**src/rtl/mem_pkg.sv**
```systemverilog
// rtl/mem_pkg.sv - shared types and constants for the data-memory arbiter
package mem_pkg;

  localparam int DEF_AW = 32;
  localparam int DEF_DW = 32;

  localparam logic PORT_CPU = 1'b0;
  localparam logic PORT_LD  = 1'b1;

  typedef enum logic [1:0] {
    ARB_IDLE = 2'd0,
    ARB_OWN0 = 2'd1,
    ARB_OWN1 = 2'd2
  } arb_state_e;

endpackage

```
**src/rtl/dmem_arbiter_rr_pick2.sv**
```systemverilog
// rtl/dmem_arbiter_rr_pick2.sv - combinational two-way round-robin picker
module rr_pick2
  import mem_pkg::*;
(
  input  logic [1:0] req,
  input  logic       last,
  output logic [1:0] win
);

  // On contention the port that was not granted most recently wins.
  always_comb begin
    win = 2'b00;
    if (req == 2'b11) begin
      win = (last == PORT_LD) ? 2'b01 : 2'b10;
    end else begin
      win = req;
    end
  end

endmodule

```
**src/rtl/dmem_arbiter.sv**
```systemverilog
// rtl/dmem_arbiter.sv - two-port round-robin arbiter for a single-port data memory
module dmem_arbiter
  import mem_pkg::*;
#(
  parameter int AW       = DEF_AW,
  parameter int DW       = DEF_DW,
  parameter int HOLD_MAX = 8
) (
  input  logic          clk,
  input  logic          reset,
  input  logic          req0,
  input  logic          req1,
  input  logic          lock0,
  input  logic          lock1,
  input  logic          we0,
  input  logic          we1,
  input  logic [AW-1:0] addr0,
  input  logic [AW-1:0] addr1,
  input  logic [DW-1:0] wdata0,
  input  logic [DW-1:0] wdata1,
  output logic          gnt0,
  output logic          gnt1,
  output logic          rvalid0,
  output logic          rvalid1,
  output logic [DW-1:0] rdata0,
  output logic [DW-1:0] rdata1,
  output logic          mem_en,
  output logic          mem_we,
  output logic [AW-1:0] mem_a,
  output logic [DW-1:0] mem_wd,
  input  logic [DW-1:0] mem_rd
);

  localparam int HW = $clog2(HOLD_MAX + 1);

  arb_state_e    state_q, state_d;
  logic [HW-1:0] hold_cnt_q, hold_cnt_d;
  logic          last_q, last_d;
  logic          rsel_q, rsel_d;
  logic          rpend_q, rpend_d;
  logic [DW-1:0] rdata0_q, rdata0_d;
  logic [DW-1:0] rdata1_q, rdata1_d;

  logic [1:0]    pick;
  logic          hold_full;

  rr_pick2 u_pick (
    .req  ({req1, req0}),
    .last (last_q),
    .win  (pick)
  );

  assign hold_full = (hold_cnt_q == HW'(HOLD_MAX));

  // Ownership FSM: grant decision, next state and hold counter.
  always_comb begin
    state_d    = state_q;
    hold_cnt_d = hold_cnt_q;
    gnt0       = 1'b0;
    gnt1       = 1'b0;
    case (state_q)
      ARB_IDLE: begin
        gnt0       = pick[0];
        gnt1       = pick[1];
        hold_cnt_d = '0;
        // Only the winner's lock counts; a losing lock waits for its own win.
        if (pick[0] && lock0) begin
          state_d    = ARB_OWN0;
          hold_cnt_d = HW'(1);
        end else if (pick[1] && lock1) begin
          state_d    = ARB_OWN1;
          hold_cnt_d = HW'(1);
        end
      end
      ARB_OWN0: begin
        if (req0 && !(hold_full && req1)) begin
          gnt0 = 1'b1;
        end else if (req1) begin
          gnt1 = 1'b1;
        end
        if (!req0 || !lock0 || (hold_full && req1)) begin
          state_d    = ARB_IDLE;
          hold_cnt_d = '0;
        end else if (!hold_full) begin
          hold_cnt_d = hold_cnt_q + HW'(1);
        end
      end
      ARB_OWN1: begin
        if (req1 && !(hold_full && req0)) begin
          gnt1 = 1'b1;
        end else if (req0) begin
          gnt0 = 1'b1;
        end
        if (!req1 || !lock1 || (hold_full && req0)) begin
          state_d    = ARB_IDLE;
          hold_cnt_d = '0;
        end else if (!hold_full) begin
          hold_cnt_d = hold_cnt_q + HW'(1);
        end
      end
      default: begin
        state_d    = ARB_IDLE;
        hold_cnt_d = '0;
      end
    endcase
  end

  // Memory-side mux: the granted port drives the memory, idle bus is all zero.
  always_comb begin
    mem_en = gnt0 | gnt1;
    mem_we = 1'b0;
    mem_a  = '0;
    mem_wd = '0;
    if (gnt0) begin
      mem_we = we0;
      mem_a  = addr0;
      mem_wd = wdata0;
    end else if (gnt1) begin
      mem_we = we1;
      mem_a  = addr1;
      mem_wd = wdata1;
    end
  end

  // Round-robin history and read-return bookkeeping captured at grant time.
  always_comb begin
    last_d  = last_q;
    rsel_d  = rsel_q;
    rpend_d = 1'b0;
    if (mem_en) begin
      last_d  = gnt1;
      rsel_d  = gnt1;
      rpend_d = ~mem_we;
    end
  end

  // Read data passes straight through while valid and is held afterwards.
  always_comb begin
    rvalid0  = rpend_q && (rsel_q == PORT_CPU);
    rvalid1  = rpend_q && (rsel_q == PORT_LD);
    rdata0   = rvalid0 ? mem_rd : rdata0_q;
    rdata1   = rvalid1 ? mem_rd : rdata1_q;
    rdata0_d = rdata0;
    rdata1_d = rdata1;
  end

  // State registers; reset drops any in-flight read return.
  always_ff @(posedge clk or negedge reset) begin
    if (!reset) begin
      state_q    <= ARB_IDLE;
      hold_cnt_q <= '0;
      last_q     <= PORT_LD;
      rsel_q     <= PORT_CPU;
      rpend_q    <= 1'b0;
      rdata0_q   <= '0;
      rdata1_q   <= '0;
    end else begin
      state_q    <= state_d;
      hold_cnt_q <= hold_cnt_d;
      last_q     <= last_d;
      rsel_q     <= rsel_d;
      rpend_q    <= rpend_d;
      rdata0_q   <= rdata0_d;
      rdata1_q   <= rdata1_d;
    end
  end

endmodule
```
**config.mk**
```make
export PLATFORM = sky130hd
export DESIGN_NAME = dmem_arbiter
export DESIGN_NICKNAME = d
export VERILOG_FILES = /design/src/rtl/mem_pkg.sv /design/src/rtl/dmem_arbiter_rr_pick2.sv /design/src/rtl/dmem_arbiter.sv
export SDC_FILE = /design/constraint.sdc
export NUM_CORES = 1
export LEC_CHECK = 0
export ABC_AREA = 1
export ABC_CLOCK_PERIOD_IN_PS = 4400
export CAP_MARGIN = 5
export CORE_MARGIN = 4
export CORE_UTILIZATION = 30
export DETAILED_ROUTE_END_ITERATION = 10
export PLACE_DENSITY = 0.76
export SLEW_MARGIN = 20
export SYNTH_ARGS = -nofsm -noshare
export SYNTH_HDL_FRONTEND = slang
export SYNTH_HIERARCHICAL = 1
export SYNTH_SLANG_ARGS = --single-unit
```
**constraint.sdc**
```tcl
create_clock -name clk -period 4.4 [get_ports clk]
set_input_delay 1.32 -clock clk [delete_from_list [all_inputs] [get_ports clk]]
set_output_delay 1.32 -clock clk [all_outputs]
set_load 0.02 [all_outputs]
```
==> results by group <==
Worst setup path
  • Cell Chain, Critical Path: dlygate4sd2_1, nand4_1, nand3_1, nand2_1, nor2_4, buf_4, buf_12, nand3_1, nand2_1, dlygate4sd2_1
  • Critical path launch point type: input port
  • Max incr delay on CP: 0.35 ns
  • WS Path Type: in -> out
  • Critical Path Slowest Stage Cell: dlygate4sd2_1
  • Crit path DAT: roughly 3.0 ns
  • Worst Path Required: between 3 and 4 ns
  • Critical Path End Type: output port
  • CP Max Fanout: 26

Layout
  • Util after Layout: 58.94%
  • Fin nets: 1001
  • Finished Layout Cells: about 1000
  • Fraction of layout cells with a size suffix above 1: under 10%
  • Filler cells: between 1000 and 1500
  • N_diodes: 0
  • Area Overhead vs Synth: 92.99%

Pwr
  • Clock share of power: between 10% and 20%
  • Sw frac: between 40% and 50%
  • Psw: 2.067 mW
  • Comb power frac: between 60 and 70%
  • Sequential power share: between 20 and 25%
  • Internal: 2.767 mW
  • VDD IR max: between 0.2 and 0.25 mV
  • PwrDens: about 650 nW/um^2
  • Leak: 3.689 nW

CTS
  • CTS clk-pin slew, worst paths: about 0.06 ns
  • CTS Sinks: between 70 and 80
  • CTS Hold Bufs: 0
  • Worst skew pair latency: roughly 0.33 ns
  • CTS tree: done
  • Root buf cell: clkbuf_16
  • Cts bufs inserted: 9
  • H-Tree Depth: 3
  • Clock Path Buffers: 2

Yosys
  • Number of synthesized flops with an enable pin: 0
  • Synthesized flop and latch total: 73
  • YS warnings: 6
  • Post-Syn Area per Cell: between 7 and 8 um^2
  • Mapped Cells: around 530
  • Sequential share of the synthesized area: 47.62%
  • Post-Synthesis Cell Area: approximately 3800 um^2
  • Ys flop type: dfrtp_1
  • Async S/R FF share, synth: 100.0%
  • Syn nets: between 600 and 700
  • Distinct cells, synth: 22

Global route
  • First-pass GRT wire length: ~23 mm
  • Vias in the first global route: 4437
  • GRT Resource Usage Total: 20.22%
  • Largest net degree at the start of global routing: between 40 and 50
  • Initial antenna violation count: 0
  • Grt ovf: 0

STA
  • Max Fclk: 234.2 MHz
  • Period Utilization, post-route: between 90% and 100%
  • Worst Clk Skew: approximately 0.0078 ns
  • Tmin final: around 4.3 ns
  • Setup ws final: about 0.13 ns
  • Worst slew pin tran: 0.9397 ns
  • Final hold viol count: 0
  • Slew margin rel.: 37.35%
  • Final setup violation count: 0
  • Fin. max-slew vios: 0
  • RSZ-0062 raised after global routing: false

Detailed routing
  • Drt drc: 0
  • Routed length per instance: between 15 and 20 um
  • Vias: between 4000 and 5000
  • Wirelength, routed: around 15 mm
  • Final ANT Viol Nets: 0
  • Via/cell ratio: 4.484
  • Router iterations before antenna repair: 4
  • 1st-iter DRT viols: 260

Flow run
  • Max cap viols: 0

Floorplan
  • Die extent in x: about 120 um
  • Starting Density: between 30% and 40%
  • Core region area: around 13000 um^2
  • Die area: ~15000 um^2
  • # IOs: slightly above 300
  • Num rows: just over 40
  • Die Y: about 120 um

Hold path
  • Worst min path class: reg -> reg

Placed design
  • Post-Place Worst Slack: -0.4586 ns
  • Dpl cells: slightly below 1000
  • Post-DP HPWL: ~12 mm
  • Port Buf Inserts: ~300
  • RD Place Congestion: just over 0.9

Status
  • Outcome: finished clean
[what timing repair did]
action | 4_1_cts | 5_1_grt
buffers inserted | 2 | 0
gates resized for setup | 102 | 13
endpoints found under the setup margin | 68 | 55
gates cloned | 1 | 0
pin swaps | 1 | 0
[cells in the mapped netlist (2+ instances only)]
cell / count / area [um^2]
dfrtp_1: 72 / 1802
nand3_2: 2 / 20.02
buf_4: 4 / 30.03
inv_1: 45 / 168.9
xor2_1: 3 / 26.28
nand4_1: 4 / 25.02
nor2_1: 8 / 30.03
ha_1: 2 / 25.02
buf_6: 5 / 56.30
a21oi_1: 2 / 10.01
buf_1: 2 / 7.510
nand3_1: 73 / 365.4
clkbuf_1: 19 / 71.32
o21ai_0: 65 / 325.3
nand2_1: 211 / 792.0
buf_2: 5 / 25.02
[power groups by stage]
stage	Clock, mW	Sequential, mW	Combinational, mW
3_5_place_dp	0	1.08	3.06
2_1_floorplan	0	1.06	1.54
3_3_place_gp	0	1.07	3.03
4_1_cts	0.832	1.07	3.00
6_report	0.808	1.07	2.96
5_1_grt	0.861	1.10	3.21
[area by class of cell]
class	instances	area [um^2]	share of cell area [%]
Tap cell	172	215.2	2.905
Clock inverter	6	97.59	1.317
Multi-Input combinational cell	374	1658	22.38
Inverter	46	172.7	2.331
Timing Repair Buffer	327	3198	43.17
Clock buffer	10	239.0	3.226
Sequential cell	73	1828	24.67
[cells in the final DEF, fill, tap and decap left out, drive strengths merged, types with 16 or more instances in the layout]
cell type / instances
clkdlybuf4s50: 231
nand2: 211
nand3: 75
dfrtp: 72
o21ai: 65
inv: 49
dlygate4sd2: 41
buf: 28
clkdlybuf4s15: 21
clkbuf: 16
[registers in the layout, indices dropped and copies added (netlist names)]
register	count
hold_cnt_q	4
rpend_q	1
rdata0_q	32
state_q	2
rsel_q	1
last_q	1
rdata1_q	32
[through the flow]
step | total power, mW | hold slack, ns | setup TNS [ns] | cell area (um^2)
3_5_place_dp | 4.140 | 0.4832 | -26.42 | 7104
3_3_place_gp | 4.096 | 0.4770 | -23.86 | 7104
2_1_floorplan | 2.598 | 0.5146 | 0 | 3839
6_report | 4.834 | 0.4922 | 0 | 7408
5_1_grt | 5.169 | 0.5264 | 0 | 7408
4_1_cts | 4.898 | 0.4989 | 0 | 7437
[critical path, delay by kind of cell]
| kind | cells | cell delay (ns) |
|---|---|---|
| buffers and inverters | 4 | 0.93 |
| and+or+nand+nor | 6 | 0.70 |
[logic make-up (layout without fill, tap and decap cells)]
group | count (synthesis) | after routing | synth area share [%]
fa+ha+maj | 2 | 2 | 0.6518
compound gates | 70 | 70 | 9.322
buf+inv | 81 | 389 | 9.452
xor+xnor | 3 | 3 | 0.6846
flops | 73 | 73 | 47.62
simple gates | 299 | 299 | 32.27
[worst paths after layout]
check | from | to | slack [ns] | cells past startpoint
max in group asynchronous | reset | last_q$_DFFE_PN1P_ | 2.43 | 2
worst max-delay path | req1 | mem_a[19] | 0.13 | 10
worst max register to register | hold_cnt_q[0]$_DFF_PN0_ | rpend_q$_DFF_PN0_ | 2.41 | 11
worst min-delay path | rdata0_q[4]$_DFF_PN0_ | rdata0_q[4]$_DFF_PN0_ | 0.49 | 2
min in group asynchronous | reset | rdata0_q[31]$_DFF_PN0_ | 1.14 | 1
worst min register to register | rdata0_q[4]$_DFF_PN0_ | rdata0_q[4]$_DFF_PN0_ | 0.49 | 2
[per-layer routing]
| layer | routed length (um) | vias up | track usage, % |
|---|---|---|---|
| met3 | 1789 | 20 | 8.065 |
| met5 | 0 | - | 0 |
| met1 | 5741 | 2005 | 23.81 |
| met2 | 7563 | 210 | 33.87 |
| li1 | - | 2285 | - |
| met4 | 305 | 0 | 6.161 |
No activity file was read; power rests on OpenSTA's default activity.
